`src/rtl/uart_host_ctrl.sv`:
```
// uart_host_ctrl: push-button byte sender and NIC receive reader.
// A synchronised button press queues send_data_i for transmission. A
// round-robin FSM (IDLE/RD/WR/GAP) then interleaves NIC reads and writes,
// keeping at least three cycles between any two strobes.
// Build option: define UART_HOST_TXQ_EN to replace the single pending byte
// with a FIFO_DEPTH-entry TX FIFO. The default build uses one pending register.
module uart_host_ctrl #(
    parameter int FIFO_DEPTH = 4
) (
    input  logic       clk,
    input  logic       rst,
    input  logic       send_button,
    input  logic [7:0] send_data_i,
    input  logic       nic_tx_ready,
    input  logic       nic_rx_valid,
    input  logic [7:0] rec_data_from_nic,
    output logic [7:0] send_data_to_nic,
    output logic       write_nic,
    output logic       read_nic,
    output logic [7:0] data_display,
    output logic [3:0] num_data_received,
    output logic       tx_drop,
    output logic       busy
);

    typedef enum logic [1:0] {
        IDLE = 2'd0,
        RD   = 2'd1,
        WR   = 2'd2,
        GAP  = 2'd3
    } state_t;

    typedef enum logic {
        GNT_RX = 1'b0,
        GNT_TX = 1'b1
    } grant_t;

    state_t     state;
    state_t     state_nxt;
    grant_t     last_grant;

    // Button synchroniser and press detection.
    logic       btn_s1;
    logic       btn_s2;
    logic       btn_prev;
    logic [1:0] warm;
    logic       armed;
    logic       press;

    // Interface between the TX store and the FSM.
    logic       push;
    logic       pop;
    logic       full;
    logic       tx_pend;
    logic [7:0] tx_head;

    // Arbitration.
    logic       run_ok;
    logic       rx_req;
    logic       tx_req;

    // Two-flop synchroniser plus an edge register. warm counts the edges
    // until btn_s2 carries a real sample. armed is set once a genuine low has
    // been seen, so a button held through reset release yields no event.
    always_ff @(posedge clk or posedge rst) begin
        if (rst) begin
            btn_s1   <= 1'b0;
            btn_s2   <= 1'b0;
            btn_prev <= 1'b0;
            warm     <= 2'd0;
            armed    <= 1'b0;
        end else begin
            btn_s1   <= send_button;
            btn_s2   <= btn_s1;
            btn_prev <= btn_s2;
            if (warm != 2'd2)
                warm <= warm + 2'd1;
            if (warm == 2'd2 && !btn_s2)
                armed <= 1'b1;
        end
    end

    assign press = armed & btn_s2 & ~btn_prev;

    // The WR cycle pops the head. That frees a full slot for a press that
    // arrives in the same cycle, so the press is accepted.
    assign pop  = (state == WR);
    assign push = press & (~full | pop);

`ifdef UART_HOST_TXQ_EN
    localparam int AW = (FIFO_DEPTH > 1) ? $clog2(FIFO_DEPTH) : 1;
    localparam int CW = AW + 1;

    logic [7:0]    q_mem [FIFO_DEPTH];
    logic [AW-1:0] q_wr;
    logic [AW-1:0] q_rd;
    logic [CW-1:0] q_cnt;

    // FIFO storage. The storage needs no reset because q_cnt gates its use.
    always_ff @(posedge clk) begin
        if (push)
            q_mem[q_wr] <= send_data_i;
    end

    // FIFO pointers and occupancy. Pointers wrap naturally (power-of-2 depth).
    always_ff @(posedge clk or posedge rst) begin
        if (rst) begin
            q_wr  <= '0;
            q_rd  <= '0;
            q_cnt <= '0;
        end else begin
            if (push)
                q_wr <= q_wr + AW'(1);
            if (pop)
                q_rd <= q_rd + AW'(1);
            case ({push, pop})
                2'b10:   q_cnt <= q_cnt + CW'(1);
                2'b01:   q_cnt <= q_cnt - CW'(1);
                default: q_cnt <= q_cnt;
            endcase
        end
    end

    assign full    = (q_cnt == CW'(FIFO_DEPTH));
    assign tx_pend = (q_cnt != '0);
    assign tx_head = q_mem[q_rd];
`else
    logic       pend_valid;
    logic [7:0] pend_byte;
    logic       cfg_unused;

    // FIFO_DEPTH has no effect on the single-entry build.
    assign cfg_unused = (FIFO_DEPTH != 0);

    // Single pending byte. A push in the pop cycle refills the slot.
    always_ff @(posedge clk or posedge rst) begin
        if (rst) begin
            pend_valid <= 1'b0;
            pend_byte  <= 8'h00;
        end else if (push) begin
            pend_valid <= 1'b1;
            pend_byte  <= send_data_i;
        end else if (pop) begin
            pend_valid <= 1'b0;
        end
    end

    assign full    = pend_valid;
    assign tx_pend = pend_valid;
    assign tx_head = pend_byte;
`endif

    // Requests are masked for the first cycle after reset release, so no
    // strobe can follow reset deassertion immediately.
    assign rx_req = nic_rx_valid & run_ok;
    assign tx_req = tx_pend & nic_tx_ready & run_ok;

    // Next-state logic. When both sides request, round-robin gives the grant
    // to the side that did not win last time.
    always_comb begin
        state_nxt = state;
        case (state)
            IDLE: begin
                if (rx_req && tx_req)
                    state_nxt = (last_grant == GNT_TX) ? RD : WR;
                else if (rx_req)
                    state_nxt = RD;
                else if (tx_req)
                    state_nxt = WR;
            end
            RD:      state_nxt = GAP;
            WR:      state_nxt = GAP;
            GAP:     state_nxt = IDLE;
            default: state_nxt = IDLE;
        endcase
    end

    // State register and registered strobes. The strobes are decoded from
    // the next state, so each pulse covers exactly the RD or WR cycle.
    always_ff @(posedge clk or posedge rst) begin
        if (rst) begin
            state            <= IDLE;
            last_grant       <= GNT_TX;
            run_ok           <= 1'b0;
            read_nic         <= 1'b0;
            write_nic        <= 1'b0;
            send_data_to_nic <= 8'h00;
        end else begin
            state     <= state_nxt;
            run_ok    <= 1'b1;
            read_nic  <= (state_nxt == RD);
            write_nic <= (state_nxt == WR);
            if (state_nxt == WR) begin
                send_data_to_nic <= tx_head;
                last_grant       <= GNT_TX;
            end else if (state_nxt == RD) begin
                last_grant       <= GNT_RX;
            end
        end
    end

    // Capture the received byte and bump the 4-bit receive count in the RD
    // cycle. The count wraps from 15 to 0.
    always_ff @(posedge clk or posedge rst) begin
        if (rst) begin
            data_display      <= 8'h00;
            num_data_received <= 4'd0;
        end else if (state == RD) begin
            data_display      <= rec_data_from_nic;
            num_data_received <= num_data_received + 4'd1;
        end
    end

    // Sticky drop flag. Only reset clears it.
    always_ff @(posedge clk or posedge rst) begin
        if (rst)
            tx_drop <= 1'b0;
        else if (press && full && !pop)
            tx_drop <= 1'b1;
    end

    assign busy = (state != IDLE) | tx_pend;

endmodule

```
`config.mk`:
```
export PLATFORM = sky130hd
export DESIGN_NAME = uart_host_ctrl
export DESIGN_NICKNAME = d
export VERILOG_FILES = /design/src/rtl/uart_host_ctrl.sv
export SDC_FILE = /design/constraint.sdc
export NUM_CORES = 1
export LEC_CHECK = 0
export BUFFER_PORTS_ARGS = -buffer_cell sky130_fd_sc_hd__buf_2
export CAP_MARGIN = 20
export CORE_MARGIN = 10
export CORE_UTILIZATION = 55
export DETAILED_ROUTE_END_ITERATION = 8
export GPL_ROUTABILITY_DRIVEN = 1
export PLACE_DENSITY = 0.83
export SYNTH_ARGS = -nofsm -noshare
export SYNTH_HDL_FRONTEND = slang
export SYNTH_SLANG_ARGS = --single-unit
```
`constraint.sdc`:
```
create_clock -name clk -period 5.6 [get_ports clk]
set_clock_uncertainty 0.15 [all_clocks]
set_input_delay 0.56 -clock clk [delete_from_list [all_inputs] [get_ports clk]]
set_output_delay 0.56 -clock clk [all_outputs]
set_load 0.005 [all_outputs]
```
Word-level counts from Yosys, hierarchy flattened
Cells that the tools add are included.
{ "word_totals": {"ff_bits": 42, "latchBits": 0, "ramBits": 0, "rom_bits": 0, "in_bits": 21, "n_memories": 0} }
{ "op_classes": {"n_addsub": 2, "multipliers": 0, "div": 0, "order_cmp": 0, "eq_ne": 7, "n_shift": 0, "mux": 9, "bitwise_logic": 10, "n_reduce_logical": 11} }
{ "ops": {"columns": ["operator", "count"], "rows": [
  ["2-bit == test (second input constant)", 4],
  ["2-bit two-way mux", 4],
  ["1-bit AND", 6],
  ["2-bit one-hot mux with 3 select lines", 1],
  ["2-bit nonzero test", 3],
  ["4-bit by 1-bit adder with 4-bit output (second input constant)", 1],
  ["2-bit by 1-bit == test with 1-bit output (second input constant)", 2],
  ["1-bit logical AND", 4],
  ["1-bit two-way mux", 4],
  ["2-bit by 1-bit adder with 2-bit output (second input constant)", 1],
  ["1-bit zero test", 2],
  ["2-bit zero test", 1],
  ["2-bit inequality test (second input constant)", 1],
  ["1-bit inverter", 2],
  ["1-bit OR", 2],
  ["2-bit OR reduction", 1]
]} }

Logic depth before layout (Yosys ltp)
Gate-level depths: netlist (run 1).
{ "logic_depth": {"ltp_word": 9, "mapped_depth": 8, "mapped_depth_nobuf": 7} }

Least setup slack after synthesis (run 1)
No wires, ideal clock.
{ "synth_timing": {"path_kind": "register -> register", "from": "register state[0]", "to": "register send_data_to_nic[0]", "setup_time_ps": 125, "arrival_time_ps": 1764, "required_ps": 5325, "path_slack_ps": 3561, "path_stages_with_launch": 9, "path_buffers": 1, "synth_period_minus_slack_ps": 2039, "cell_sequence": "dfrtp_1 inv_1 ha_1 o21ai_0 a211oi_2 or2_1 ha_1 buf_2 mux2_2"} }
{ "synth_via": {"elab_chain_cells": 5} }
{ "synth_lines": {"columns": ["item", "line_no", "source"], "rows": [
  ["from (decl)", "38", "state_t state;"],
  ["from (signal assigned)", "189", "state <= state_nxt;"],
  ["2-bit two-way mux", "168", "else if (tx_req)"],
  ["2-bit two-way mux", "166", "else if (rx_req)"],
  ["2-bit two-way mux", "164", "if (rx_req && tx_req)"],
  ["2-bit one-hot mux with 3 select lines (*)", "162", "case (state)"],
  ["2-bit == test (*)", "193", "if (state_nxt == WR) begin"],
  ["to (signal assigned)", "194", "send_data_to_nic <= tx_head;"],
  ["to (decl)", "17", "output logic [7:0] send_data_to_nic,"]
]} }
Every way passes the cells marked *; elsewhere a longest branch is shown, timed or not.
A chain may end at the register's enable or synchronous reset.

Worst setup path in the final report (run 1)
{ "layout_timing": {"from": "register state[1]", "to": "register send_data_to_nic[3]"} }
The elaborated chain is that of the path after synthesis.

==> results.toml, run 1 <==
[setup_path]
critPathTopFamily = "adder cells"
cp_max_fo = 8
critPathKind = "flip-flop to flip-flop"
start_kind = "flip-flop"
arrival_ps = 2460
cp_slowest_stage_delay_ps = 430
slowest_stage = "dfrtp_1"
cp_num_buf_inv = 1
worstSetupEndpointType = "flip-flop"
crit_required_ps = 5700
crit_chain = "inv_1 > ha_1 > o21ai_0 > a211oi_2 > or2_1 > ha_1 > mux2_2"
critPathMostFrequentCell = "ha_1"

[detailed_routing]
wl_per_cell_microns = 14.65
via_per_inst = 4.981
wl_mm = 3.061
ant_nets = 0
first_pass_iters = 3
dr_total_vias = 1041
drc_errors = 0
first_iter_violations = 51

[clock_tree]
cts.repair.resized = 0
clock_latency_ps = 340
clkTransAtPathRegs_ps = 120
root_buffer = "clkbuf_4"
cts_tree = "done"
cts_sinks = 42
postCtsSetupBuffers = 0
holdBufCountCts = 0
h-tree-depth = 2
numCtsBuffers = 5
clockBufferDepth = 2

[die]
coreArea_sq_um = 3028
die_x_microns = 76.17
dieArea_sq_um = 5802
io_pins = 45
start_util_pct = 57.31
dieHeight_microns = 76.17
fp-row-count = 20

[finish]
layout_common_cells = "44 x buf_2, 41 x dfrtp_1, 10 x mux2_1"
final_area_sq_um = 2074
n_fill_cell = 229
final_common_cell = "buf_2"
drive_gt1_share_pct = 44.85
final_nets = 193
antenna_cells = 0
stdcell_count = 209
area_growth_pct = 19.54

[global_route]
grt_usage_pct = 11.57
grt_max_degree = 43
antenna_found_initial = 0
grt_pass1_wl_mm = 5.388
grt_pass1_vias = 1166
grt_overflow = 0

[placed_design]
place_inst = 201
placed_area_sq_um = 1997
place_hpwl_mm = 2.379
gp_congestion = 0.7780
numPortBuffers = 44

[synth]
ys_warn_count = 0
synth.avg_cell_area_sq_um = 15.09
yosys-top-cells-area = "dfrtp_1 59%, mux2_4 6.9%, mux2_1 6.5%"
syn_nets = 144
syn_inst = 115
yosysTopAreaCell = "dfrtp_1"
syn-cell-area_sq_um = 1735
yosysTopAreaCellShare_pct = 59.12
synth-seq-cells = 42
yosysSeqAreaShare_pct = 60.63
yosys.cell_types.count = 29

[sta]
min_period_ps = 2368
timing.final.hold_violations = 0
final-setup-viol-count = 0
fin_crit_sh_pct = 42.29
grt_setup_unrepaired = "false"
setup_tns_ps = 0
fmax_mhz = 422.3
worst_slew_pin_slew_ps = 509.2
final_max_slew_viol_count = 0
slew-limit-headroom_pct = 66.05

[power_and_ir_drop]
leakage_nw = 1.033
p_per_area_nw_per_um2 = 569.8
vdd_drop_max_mv = 0.3030
total_power_mw = 1.182

[hold_path]
hold_class = "input pin to flip-flop"

[run]
maxCapViolations = 0

[status]
outcome = "finished clean"
-- routing by layer --
metal | GRT usage, % | vias up | share of wire, %
met5 | 0 | - | 0
met4 | 3.903 | 0 | 0.46
met1 | 12.51 | 528 | 42
li1 | - | 486 | -
met3 | 5.660 | 2 | 4.8
met2 | 19.30 | 25 | 53
-- through the flow --
stage	hold WS [ps]	setup WS, ps	util (%)
global route	130.2	3110	68.51
global placement	183.0	3320	65.95
detailed placement	186.2	3230	65.95
CTS	144.1	3242	68.51
finish	168.6	3232	68.51
floorplan	181.2	3561	-
-- power breakdown --
group | internal (mW) | switching (mW) | total (mW) | leakage (nW)
clock | 0.0925 | 0.0940 | 0.187 | 0.0450
combinational | 0.278 | 0.209 | 0.487 | 0.499
sequential | 0.437 | 0.0712 | 0.508 | 0.489
-- Yosys cell counts (all sizes together) --
master,n
a21bo,1
nand4,2
a31oi,1
nand2b,2
xor2,1
and3,1
a21o,1
nand2,6
mux2,26
conb,1
buf,3
inv,6
dfstp,1
mux2i,1
ha,8
dfrtp,41
or2,2
nand3b,1
o21ai,1
o21bai,1
xnor2,3
nor2b,2
nor2,1
a31o,1
a211oi,1
-- cell families (layout without fill, tap and decap cells) --
logic type               after synthesis  after routing  synth area share, %
multiplexers                          27             27                19.18
adder cells (fa/ha/maj)                8              8                5.768
AND/OR/NAND/NOR                       17             17                6.344
flip-flops                            42             42                60.63
AO/OA/AOI/OAI                          7              7                3.317
buffers and inverters                  9             59                2.523
XOR/XNOR                               4              4                2.019
other                                  1              1               0.2161
-- flip-flops by register name, indices dropped and copies added, names as in the netlist, 2 cells and up --
signal	cells
pend_byte	8
state	2
warm	2
num_data_received	4
data_display	8
send_data_to_nic	8
-- worst paths after layout --
path	from	end	slack (ps)	depth (start not counted)
max reg2reg	state[1]$_DFF_PP0_	send_data_to_nic[3]$_DFFE_PP0N_	3230	7
min in group asynchronous	rst	data_display[4]$_DFFE_PP0N_	180	3
min reg2reg	btn_s1$_DFF_PP0_	btn_s2$_DFF_PP0_	210	0
max in group asynchronous	rst	last_grant$_DFFE_PP1P_	4750	3
min	send_button	btn_s1$_DFF_PP0_	170	1
max	state[1]$_DFF_PP0_	send_data_to_nic[3]$_DFFE_PP0N_	3230	7
-- layout make-up --
type	count	area (sq um)	share of cell area, %
clock buffers	5	37.54	1.809
clock inverters	3	40.04	1.930
inverters	6	22.52	1.086
multi-input cells	64	639.4	30.82
flip-flops and latches	42	1052	50.72
well taps	44	55.05	2.654
repair buffers	45	227.7	10.98
(Power assumes the default switching activity.)
==> run 2: changes to the inputs <==
--- a/config.mk
+++ b/config.mk
@@ -8,10 +8,10 @@
 export BUFFER_PORTS_ARGS = -buffer_cell sky130_fd_sc_hd__buf_2
 export CAP_MARGIN = 20
 export CORE_MARGIN = 10
-export CORE_UTILIZATION = 55
+export CORE_UTILIZATION = 51
 export DETAILED_ROUTE_END_ITERATION = 8
 export GPL_ROUTABILITY_DRIVEN = 1
-export PLACE_DENSITY = 0.83
+export PLACE_DENSITY = 0.77
 export SYNTH_ARGS = -nofsm -noshare
 export SYNTH_HDL_FRONTEND = slang
 export SYNTH_SLANG_ARGS = --single-unit
==> constraint.sdc (replaced) <==
create_clock -name clk -period 2.4 [get_ports clk]
set_clock_uncertainty 0.15 [all_clocks]
set_input_delay 0.24 -clock clk [delete_from_list [all_inputs] [get_ports clk]]
set_output_delay 0.24 -clock clk [all_outputs]
set_load 0.005 [all_outputs]
==> results.toml, run 2 (same netlist as run 1, synthesis figures left out) <==
[status]
outcome = "finished clean"

[power_and_ir_drop]
power.share.sequential_pct = 43.9
pwr-share-clk_pct = 13.2
leakage_nw = 1.094
comb_power_share_pct = 43.0
p_per_area_nw_per_um2 = 1210
vdd_drop_max_mv = 0.8020
total_power_mw = 2.712
p_int_mw = 1.843
switchingPower_uw = 869.0
swShare_pct = 32.04

[clock_tree]
clkTransAtPathRegs_ps = 110
numCtsBuffers = 5
clock_latency_ps = 340
cts_sinks = 42
h-tree-depth = 2
root_buffer = "clkbuf_4"
cts_tree = "done"
clockBufferDepth = 2

[finish]
top_regs = "data_display (8), pend_byte (8), send_data_to_nic (8)"
layout_common_cells = "44 x buf_2, 41 x dfrtp_1, 18 x dlygate4sd3_1"
antenna_cells = 0
drive_gt1_share_pct = 39.89
final_nets = 211
final_common_cell = "buf_2"
area_growth_pct = 29.13

[placed_design]
dp_slack_ps = 79.78
place_hpwl_mm = 2.353
numPortBuffers = 44
gp_congestion = 0.8282

[sta]
timing.final.hold_violations = 0
fmax_mhz = 444.0
final_max_slew_viol_count = 0
fin_crit_sh_pct = 93.83
final-setup-viol-count = 0
slew-limit-headroom_pct = 66.26
worst_slack_ps = 148.0
grt_setup_unrepaired = "false"
min_period_ps = 2252
setup_tns_ps = 0
worst_slew_pin_slew_ps = 506.1

[global_route]
grt_usage_pct = 11.37
grt_pass1_wl_mm = 5.678
grt_pass1_vias = 1183
grt_overflow = 0
grt_max_degree = 43
antenna_found_initial = 0

[detailed_routing]
drc_errors = 0
first_pass_iters = 4
dr_total_vias = 1100
wl_per_cell_microns = 14.62
highest_layer = "met4"
wl_met3_microns = 284
drt-met1-wl_mm = 1.394
ant_nets = 0
wl_met2_mm = 1.587
first_iter_violations = 40
via_per_inst = 4.803
wl_mm = 3.348

[setup_path]
start_kind = "flip-flop"
cp_max_fo = 8
arrival_ps = 2340
crit_required_ps = 2490
critPathKind = "flip-flop to flip-flop"
worstSetupEndpointType = "flip-flop"

[run]
maxCapViolations = 0

[die]
io_pins = 45
start_util_pct = 52.42
coreArea_sq_um = 3311
dieHeight_microns = 78.34
dieArea_sq_um = 6136
die_x_microns = 78.34
fp-row-count = 21

[hold_path]
hold_class = "input pin to flip-flop"
==> run 2: metal layers <==
layer	global-route usage [%]	vias to the layer above
met5	0	-
met3	4.897	10
met1	12.91	528
met4	5.376	0
li1	-	521
met2	18.09	41
==> run 2: power by group through the flow <==
stage | logic, mW | clock network [mW] | registers (mW)
global route | 1.30 | 0.399 | 1.23
floorplan | 0.777 | 0 | 1.19
finish | 1.17 | 0.357 | 1.19
global placement | 1.10 | 0 | 1.19
CTS | 1.18 | 0.370 | 1.19
detailed placement | 1.15 | 0 | 1.20
==> run 2: area by class of cell <==
class / count / area, sq um
timing repair buffer: 63 / 407.9
multi-input combinational: 64 / 641.9
inverter: 6 / 22.52
clock buffer: 8 / 58.81
tap: 46 / 57.56
sequential: 42 / 1052
fill: 242 / 1070
==> run 2: repair_timing <==
item	CTS	global route
setup endpoints to repair	0	8
setup buffers	0	0
endpoints found under the hold margin	58	0
hold buffers	18	0
resized for setup	0	1
==> run 2: worst max-delay path, stage by stage, from the launching register on <==
cell      delay (ps)
dfrtp_1          440
inv_1            100
ha_1             220
o21ai_0          130
a211oi_2         290
or2_1            170
ha_2             290
mux2_2           360
==> run 2: per-stage QoR <==
step / util [%] / hold WS, ps / instance area, sq um / instances
2_1_floorplan: - / 121.4 / 1735 / 115
3_3_place_gp: 60.39 / 187.6 / 1999 / 203
3_5_place_dp: 60.39 / 191.1 / 1999 / 203
4_1_cts: 67.61 / 152.5 / 2238 / 229
5_1_grt: 67.69 / 180.6 / 2241 / 229
6_report: 67.69 / 173.1 / 2241 / 229
==> run 2: worst paths after layout <==
kind | startpoint | to | slack, ps | cells past startpoint
min in group asynchronous | rst | num_data_received[0]$_DFFE_PP0N_ | 380 | 4
hold reg to reg | btn_s1$_DFF_PP0_ | btn_s2$_DFF_PP0_ | 210 | 0
max in group asynchronous | rst | last_grant$_DFFE_PP1P_ | 1350 | 4
setup reg to reg | state[1]$_DFF_PP0_ | send_data_to_nic[2]$_DFFE_PP0N_ | 150 | 7
hold / removal | nic_tx_ready | state[0]$_DFF_PP0_ | 170 | 3
setup / recovery | state[1]$_DFF_PP0_ | send_data_to_nic[2]$_DFFE_PP0N_ | 150 | 7
